**config.mk**
```make
export PLATFORM = sky130hd
export DESIGN_NAME = quat_stream_fifo
export DESIGN_NICKNAME = d
export VERILOG_FILES = /design/src/rtl/quat_pkg.sv /design/src/rtl/quat_stream_fifo_ctrl.sv /design/src/rtl/quat_stream_fifo.sv
export SDC_FILE = /design/constraint.sdc
export NUM_CORES = 1
export LEC_CHECK = 0
export ABC_CLOCK_PERIOD_IN_PS = 14500
export CAP_MARGIN = 15
export CORE_MARGIN = 3
export CORE_UTILIZATION = 59
export DETAILED_ROUTE_END_ITERATION = 10
export PLACE_DENSITY = 0.8
export SETUP_SLACK_MARGIN = 0.1
export SLEW_MARGIN = 20
export SYNTH_ARGS = -nofsm -noshare
export SYNTH_HDL_FRONTEND = slang
export SYNTH_SLANG_ARGS = --single-unit
```
**constraint.sdc**
```tcl
create_clock -name clk -period 14.5 [get_ports clk]
set_input_delay 2.175 -clock clk [delete_from_list [all_inputs] [get_ports clk]]
set_output_delay 2.175 -clock clk [all_outputs]
set_load 0.01 [all_outputs]
```
**src/rtl/quat_pkg.sv**
```systemverilog
// Shared types and helpers for the quaternion operand FIFO.
// Provides the identity-quaternion word builder and the pointer/count width
// helpers. The optional QSFIFO_STATS_EN feature is handled in the FIFO files.
package quat_pkg;

  // One quaternion occupies four consecutive lanes (real part in lane 0).
  localparam int QUAT_LANES = 4;

  // Widest lane the identity helper can describe; callers slice it down.
  localparam int QLANE_W = 32;

  typedef logic [QLANE_W-1:0] qlane_t;
  typedef qlane_t [QUAT_LANES-1:0] qword_t;

  // Push/pop combination seen by the controller in one cycle.
  typedef enum logic [1:0] {
    QF_IDLE = 2'b00,
    QF_POP  = 2'b01,
    QF_PUSH = 2'b10,
    QF_BOTH = 2'b11
  } qf_op_e;

  // Identity quaternion 1 + 0i + 0j + 0k: real lane carries one_val.
  function automatic qword_t quat_identity(input qlane_t one_val);
    qword_t w;
    w    = '0;
    w[0] = one_val;
    return w;
  endfunction

  // Read/write pointer width; a single-entry FIFO still needs one bit.
  function automatic int qf_ptr_w(input int depth);
    return (depth > 1) ? $clog2(depth) : 1;
  endfunction

  // Occupancy width: one extra bit so the full value DEPTH is representable.
  function automatic int qf_cnt_w(input int depth);
    return qf_ptr_w(depth) + 1;
  endfunction

endpackage

```
**src/rtl/quat_stream_fifo_ctrl.sv**
```systemverilog
// Control path of the quaternion operand FIFO: pointers, occupancy,
// push/pop/flush arbitration and status flags.
// Optional high-water mark under QSFIFO_STATS_EN.
module qfifo_ctrl
  import quat_pkg::*;
#(
  parameter int DEPTH        = 8,
  parameter int AFULL_THRESH = 6
) (
  input  logic                     clk,
  input  logic                     reset,
  input  logic                     flush,
  input  logic                     in_valid,
  input  logic                     out_ready,
  output logic                     in_ready,
  output logic                     out_valid,
  output logic                     wr_en,
  output logic [$clog2(DEPTH)-1:0] wr_ptr,
  output logic [$clog2(DEPTH)-1:0] rd_ptr,
  output logic [$clog2(DEPTH):0]   count,
  output logic                     almost_full
`ifdef QSFIFO_STATS_EN
  ,
  output logic [$clog2(DEPTH):0]   max_level
`endif
);

  localparam int PTR_W = qf_ptr_w(DEPTH);
  localparam int CNT_W = qf_cnt_w(DEPTH);

  localparam logic [CNT_W-1:0] FULL_CNT  = CNT_W'(DEPTH);
  localparam logic [CNT_W-1:0] AFULL_CNT = CNT_W'(AFULL_THRESH);

  logic [PTR_W-1:0] wr_ptr_q, wr_ptr_d;
  logic [PTR_W-1:0] rd_ptr_q, rd_ptr_d;
  logic [CNT_W-1:0] count_q, count_d;

  logic   push, pop;
  qf_op_e op;

  // Full blocks pushes even when a pop happens in the same cycle.
  assign in_ready    = (count_q != FULL_CNT);
  assign out_valid   = (count_q != '0);
  assign almost_full = (count_q >= AFULL_CNT);
  assign count       = count_q;
  assign wr_ptr      = wr_ptr_q;
  assign rd_ptr      = rd_ptr_q;

  assign push  = in_valid & in_ready;
  assign pop   = out_valid & out_ready;
  // A flushed beat never lands in storage.
  assign wr_en = push & ~flush;
  assign op    = qf_op_e'({push, pop});

  // Next-state: flush overrides any transfer; pointers wrap at their width.
  always_comb begin
    wr_ptr_d = wr_ptr_q;
    rd_ptr_d = rd_ptr_q;
    count_d  = count_q;
    if (flush) begin
      wr_ptr_d = '0;
      rd_ptr_d = '0;
      count_d  = '0;
    end else begin
      case (op)
        QF_PUSH: begin
          wr_ptr_d = wr_ptr_q + 1'b1;
          count_d  = count_q + 1'b1;
        end
        QF_POP: begin
          rd_ptr_d = rd_ptr_q + 1'b1;
          count_d  = count_q - 1'b1;
        end
        QF_BOTH: begin
          wr_ptr_d = wr_ptr_q + 1'b1;
          rd_ptr_d = rd_ptr_q + 1'b1;
        end
        default: ;
      endcase
    end
  end

  // Pointer and occupancy registers, cleared by the asynchronous reset.
  always_ff @(posedge clk or posedge reset) begin
    if (reset) begin
      wr_ptr_q <= '0;
      rd_ptr_q <= '0;
      count_q  <= '0;
    end else begin
      wr_ptr_q <= wr_ptr_d;
      rd_ptr_q <= rd_ptr_d;
      count_q  <= count_d;
    end
  end

`ifdef QSFIFO_STATS_EN
  logic [CNT_W-1:0] max_level_q, max_level_d;

  assign max_level_d = (count_d > max_level_q) ? count_d : max_level_q;
  assign max_level   = max_level_q;

  // High-water mark tracks the next occupancy; only reset clears it.
  always_ff @(posedge clk or posedge reset) begin
    if (reset) begin
      max_level_q <= '0;
    end else begin
      max_level_q <= max_level_d;
    end
  end
`endif

endmodule

```
**src/rtl/quat_stream_fifo.sv**
```systemverilog
// Quaternion operand FIFO between the operand loader and the multiplier.
// First-word-fall-through storage with an identity-quaternion output when empty.
// Define QSFIFO_STATS_EN to add the max_level high-water-mark port.
module quat_stream_fifo
  import quat_pkg::*;
#(
  parameter int DATA_W       = 16,
  parameter int LANES        = 8,
  parameter int DEPTH        = 8,
  parameter int AFULL_THRESH = 6,
  parameter int ONE_VAL      = 1
) (
  input  logic                    clk,
  input  logic                    reset,
  input  logic                    flush,
  input  logic                    in_valid,
  output logic                    in_ready,
  input  logic [LANES*DATA_W-1:0] in_data,
  output logic                    out_valid,
  input  logic                    out_ready,
  output logic [LANES*DATA_W-1:0] out_data,
  output logic [$clog2(DEPTH):0]  count,
  output logic                    almost_full
`ifdef QSFIFO_STATS_EN
  ,
  output logic [$clog2(DEPTH):0]  max_level
`endif
);

  localparam int     PTR_W   = qf_ptr_w(DEPTH);
  localparam qword_t ID_WORD = quat_identity(qlane_t'(ONE_VAL));

  logic [LANES*DATA_W-1:0] mem_q [DEPTH];
  logic [LANES*DATA_W-1:0] ident;
  logic                    wr_en;
  logic [PTR_W-1:0]        wr_ptr;
  logic [PTR_W-1:0]        rd_ptr;

  qfifo_ctrl #(
    .DEPTH       (DEPTH),
    .AFULL_THRESH(AFULL_THRESH)
  ) u_ctrl (
    .clk        (clk),
    .reset      (reset),
    .flush      (flush),
    .in_valid   (in_valid),
    .out_ready  (out_ready),
    .in_ready   (in_ready),
    .out_valid  (out_valid),
    .wr_en      (wr_en),
    .wr_ptr     (wr_ptr),
    .rd_ptr     (rd_ptr),
    .count      (count),
    .almost_full(almost_full)
`ifdef QSFIFO_STATS_EN
    ,
    .max_level  (max_level)
`endif
  );

  // Identity pattern: real lane of each quaternion = ONE_VAL, imaginary lanes = 0.
  for (genvar k = 0; k < LANES; k++) begin : g_ident
    assign ident[k*DATA_W +: DATA_W] = ID_WORD[k % QUAT_LANES][DATA_W-1:0];
  end

  // Storage is data-only and deliberately not reset.
  always_ff @(posedge clk) begin
    if (wr_en) begin
      mem_q[wr_ptr] <= in_data;
    end
  end

  // Head entry falls through combinationally; identity whenever nothing is valid.
  assign out_data = out_valid ? mem_q[rd_ptr] : ident;

endmodule

```
[Yosys cells after proc, flatten, opt, wreduce, memory -nomap -nowiden]
Memories as Yosys holds them, arrays and structs flattened.
Index checks and enable logic that the tools add are counted.
Word-level totals
  memories: 1
  output and inout bits: 135
  input port bits: 133
  RAM bits: 1024
  logic and storage cells: 32
  register bits: 10
Memories
  mem_q: words 8, bits a word 128, read ports 1, clocked after Yosys merged registers in 0, wr ports 1, RTL line quat_stream_fifo.sv:33  | logic [LANES*DATA_W-1:0] mem_q [DEPTH];
Cells by class
  order comparisons: 1
  add/subtract/negate cells: 4
  mux-type cells: 9
  equality and inequality tests: 4
  reductions and logical operators: 6
  bitwise logic cells: 4
Operators with widths (number)
  $mux W128: 1
  $mux W3: 4
  $pmux W4 S2: 1
  $add A3 B1 Y3 const B: 2
  $add A4 B1 Y4 const B: 1
  $eq A2 B2 Y1 const B: 2
  $ge A4 B3 Y1 const B: 1
  $mux W4: 1
  $ne A4 B4 Y1 const B: 1
  $reduce_bool A2 Y1: 2
  $reduce_bool A4 Y1: 1
  $reduce_or A2 Y1: 2
  $sub A4 B1 Y4 const B: 1
  $and A1 B1 Y1: 3
  $reduce_bool A3 Y1: 1
  $eq A2 B1 Y1 const B: 1
  $mux W1: 2
  $not A1 Y1: 1

[Depth between registers and ports, before layout]
  depth in word-level cells: 6
  gate-level depth with buffers: 12
  depth with buffers taken out: 11

[By module]
A second synthesis with hierarchy kept.
Second synthesis, totals
  cell total of the unflattened synthesis: 1993
  area, all modules: 40737.8 um2
By module, submodules not included
  quat_stream_fifo: cells an instance 1925, area each 40089.7 um2, times used 1
  qfifo_ctrl: cells an instance 68, area each 648.1 um2, times used 1

[Least setup slack after synthesis]
No wires, ideal clock.
  path type: input to register
  from: input in_valid
  to: memory mem_q[0][0] in the netlist's numbering, enable pin
  path slack: 2.178 ns
  arrival time: 11.551 ns
  setup time: 0.772 ns
  cell stages on the path: 4
  data required time: 13.728 ns
  buffers on the path: 0
  path through: inv_2 -> a21oi_2 -> or3b_1 -> nor3_1
Between the ends
  longest elaborated chain between the ends: 4
Ends and longest elaborated chain
  start, declared: RTL line quat_stream_fifo.sv:16  | input logic in_valid,
  $and A1 B1 Y1: RTL line quat_stream_fifo_ctrl.sv:49  | assign push = in_valid & in_ready;
  $and A1 B1 Y1: RTL line quat_stream_fifo_ctrl.sv:52  | assign wr_en = push & ~flush;
  $mux W1: RTL line quat_stream_fifo.sv:68  | if (wr_en) begin
  $mux W1 (not written as such): RTL line quat_stream_fifo.sv:69  | mem_q[wr_ptr] <= in_data;
  end, declared: RTL line quat_stream_fifo.sv:33
Every way passes these cells.

[Worst setup path in the final report]
  from: register u_ctrl.rd_ptr_q[1] (netlist: u_ctrl.rd_ptr[1])
  to: output out_data[46]
Between the ends
  longest elaborated chain between the ends: 2
Ends and longest elaborated chain
  start, declared: RTL line quat_stream_fifo_ctrl.sv:35  | logic [PTR_W-1:0] rd_ptr_q, rd_ptr_d;
  start signal, assigned: RTL line quat_stream_fifo_ctrl.sv:91  | rd_ptr_q <= rd_ptr_d;
  $mem_v2 Z8 W128
  $mux W128: RTL line quat_stream_fifo.sv:74  | assign out_data = out_valid ? mem_q[rd_ptr] : ident;
  end, declared: RTL line quat_stream_fifo.sv:21  | output logic [LANES*DATA_W-1:0] out_data,
Every way passes these cells.

==> flow_summary.ini <==
[die]
dieWidth_um = 265
pin_count = 268
num_rows = 94
fp.dieH_um = 265
core-area_sq_um = 66000
dieArea_sq_um = 70000
initial_core_util = 0.598

[setup_path]
required_ns = 12.32
rrSetupSlack_ns = 10.75
cp-startpoint = u_ctrl.rd_ptr[1]
cp-start-kind = register
worst_r2r_path_depth = 6
r2r_start = u_ctrl.count[1]
critPathMaxFanout = 78
endpoint_kind = output pin
reg2reg_to = mem_q[6][83]
worst-setup-path-type = reg2out
critical_path_arrival_ns = 5.02

[clock_network]
clockBufferDepth = 3
cts_buffers = 100
cts-htree-levels = 3
post_cts_buffers = 0
cts_sinks = 1034
clock_latency_ns = 0.64
cts_root_buf = clkbuf_16
clk_pin_slew_ns = 0.06
cts_tree = yes
cts_resized = 0
hold_buffers = 0

[sta]
worst_slew_pin_slew_ns = 1.12
max-slew-margin-rel = 0.256
finClkSkew_ns = 0.0163
fin_crit_sh = 0.496
final-max-slew-violation-count = 0
rsz0062_at_grt = no
holdWs_ns = 0.626
fin_setup_tns_ns = 0
setup_slack_ns = 7.31
hold_viol = 0
fmax_mhz = 139
setup_viol = 0
layout_min_cycle_time_ns = 7.19

[placed_design]
dp.cells = 2775
globalplace.congestion = 0.745
dp_slack_ns = 7.91
placed_area_sq_um = 43100
io_buffer_count = 267
hpwl_mm = 42.1

[pwr]
power_density_nw_per_um2 = 171
vdd_drop_max_uv = 255
leakage_nw = 14.2
total_power_mw = 7.96

[finish]
area_growth_pct = 17.7
stdcell_area_sq_um = 46400
instances_no_fill = 2969
final_util = 0.704
nFillCells = 3775
final_cell_mix = edfxtp_1 (1,024), clkdlybuf4s50_1 (267), mux4_2 (256)
drive_gt1_frac = 0.217
layout.nets = 2151
final_common_cell = edfxtp_1

[global_route]
grt_pass1_wl_mm = 125
grt_overflow_total = 0
grt_max_degree = 129
grt_pass1_vias = 19900
track_usage = 0.241
antenna_found_initial = 15

[synthesis]
syn_area_per_cell_sq_um = 23.2
ys_warn_count = 0
synth-main-ff-cell = edfxtp_1
synth_edf_count = 1024
netlist_instances = 1703
synthDistinctLibCells = 34
synth_seq_cells = 1034
syn_area_sq_um = 39500
syn_nets = 1840
seq_area_frac_synth = 0.786
synthArstFlopShare = 0.00967

[drt]
first_pass_iters = 5
ant_nets = 0
vias_per_cell = 6.22
drt-wirelength-per-cell_um = 27.8
drtIter0Drc = 1904
drc = 0
drt-total-wl_mm = 82.5
vias = 18500

[min_path]
hp-class = reg2reg
holdPathEnd = u_ctrl.wr_ptr[0]
hold_depth = 2
hold_start = u_ctrl.wr_ptr[0]

[status]
outcome = finished, final reports clean

[job]
drv_cap = 0
state kept, by name, indices dropped and copies added, names as in the netlist:
signal,flops
mem_q,1024
u_ctrl.wr_ptr,3
u_ctrl.count,4
u_ctrl.rd_ptr,3
worst max-delay path by stage:
stage | cells after the start | slack, ns | to
after floorplan | 4 | 2.18 | mem_q[0][0]
after global placement | 6 | 7.92 | out_data[55]
after detailed placement | 6 | 7.91 | out_data[37]
after CTS | 6 | 7.21 | out_data[37]
after global routing | 6 | 6.94 | out_data[123]
final | 6 | 7.31 | out_data[46]
logic make-up (layout without fill, tap and decap cells):
kind of cell | after synthesis | after routing | synth area share
xor+xnor | 7 | 7 | 0.00155
buf+inv | 93 | 487 | 0.0122
fa+ha+maj | 4 | 4 | 0.00127
flops | 1034 | 1034 | 0.786
compound gates | 14 | 14 | 0.00289
simple gates | 163 | 163 | 0.0167
other cells | 0 | 8 | 0
mux | 388 | 388 | 0.180
synth_stat cells, types with 2 or more instances:
cell | instances | area share
clkbuf_1 | 21 | 0.0020
dfrtp_1 | 10 | 0.0063
buf_4 | 15 | 0.0029
nor3_1 | 3 | 0.00038
nand2b_1 | 2 | 0.00032
nor2_1 | 141 | 0.013
buf_2 | 48 | 0.0061
mux2i_1 | 131 | 0.033
a31oi_1 | 3 | 0.00048
buf_1 | 4 | 0.00038
nand2_1 | 9 | 0.00086
xnor2_1 | 3 | 0.00067
nand3_1 | 4 | 0.00051
mux4_2 | 256 | 0.15
ha_1 | 4 | 0.0013
xor2_1 | 4 | 0.00089
edfxtp_1 | 1024 | 0.78
a21o_1 | 3 | 0.00057
buf_6 | 2 | 0.00057
a21oi_1 | 2 | 0.00025
cell type report:
class                           count  area (sq um)  area share
Antenna cell                        8          20.0    0.000431
Clock buffer                      123          2650      0.0571
Clock inverter                     62           669      0.0144
Inverter                            3          13.8    0.000296
Multi-Input combinational cell    576          8030       0.173
Sequential cell                  1034         31000       0.668
Tap cell                          864          1080      0.0233
Timing Repair Buffer              299          2970      0.0640
critical path, stage by stage (launching register included):
cell             delay, ns
dfrtp_4               1.07
buf_4                 0.88
buf_4                 0.96
mux4_2                0.42
mux2i_1               0.31
nor2_1                0.09
clkdlybuf4s50_1       0.53
layer usage:
| layer | part of all wire | track usage |
|---|---|---|
| met1 | 0.39 | 0.321 |
| met4 | 0.024 | 0.0824 |
| met2 | 0.52 | 0.404 |
| met5 | 0.0012 | 0 |
| met3 | 0.072 | 0.0525 |
where the power goes:
| part | internal [mW] | switching, mW | total [mW] | leakage [nW] |
|---|---|---|---|---|
| logic | 0.971 | 0.908 | 1.88 | 3.23 |
| registers | 3.40 | 0.0834 | 3.48 | 9.37 |
| clock network | 1.53 | 1.07 | 2.60 | 1.62 |
| total | 5.90 | 2.06 | 7.96 | 14.2 |
No activity file was read; power rests on OpenSTA's default activity.
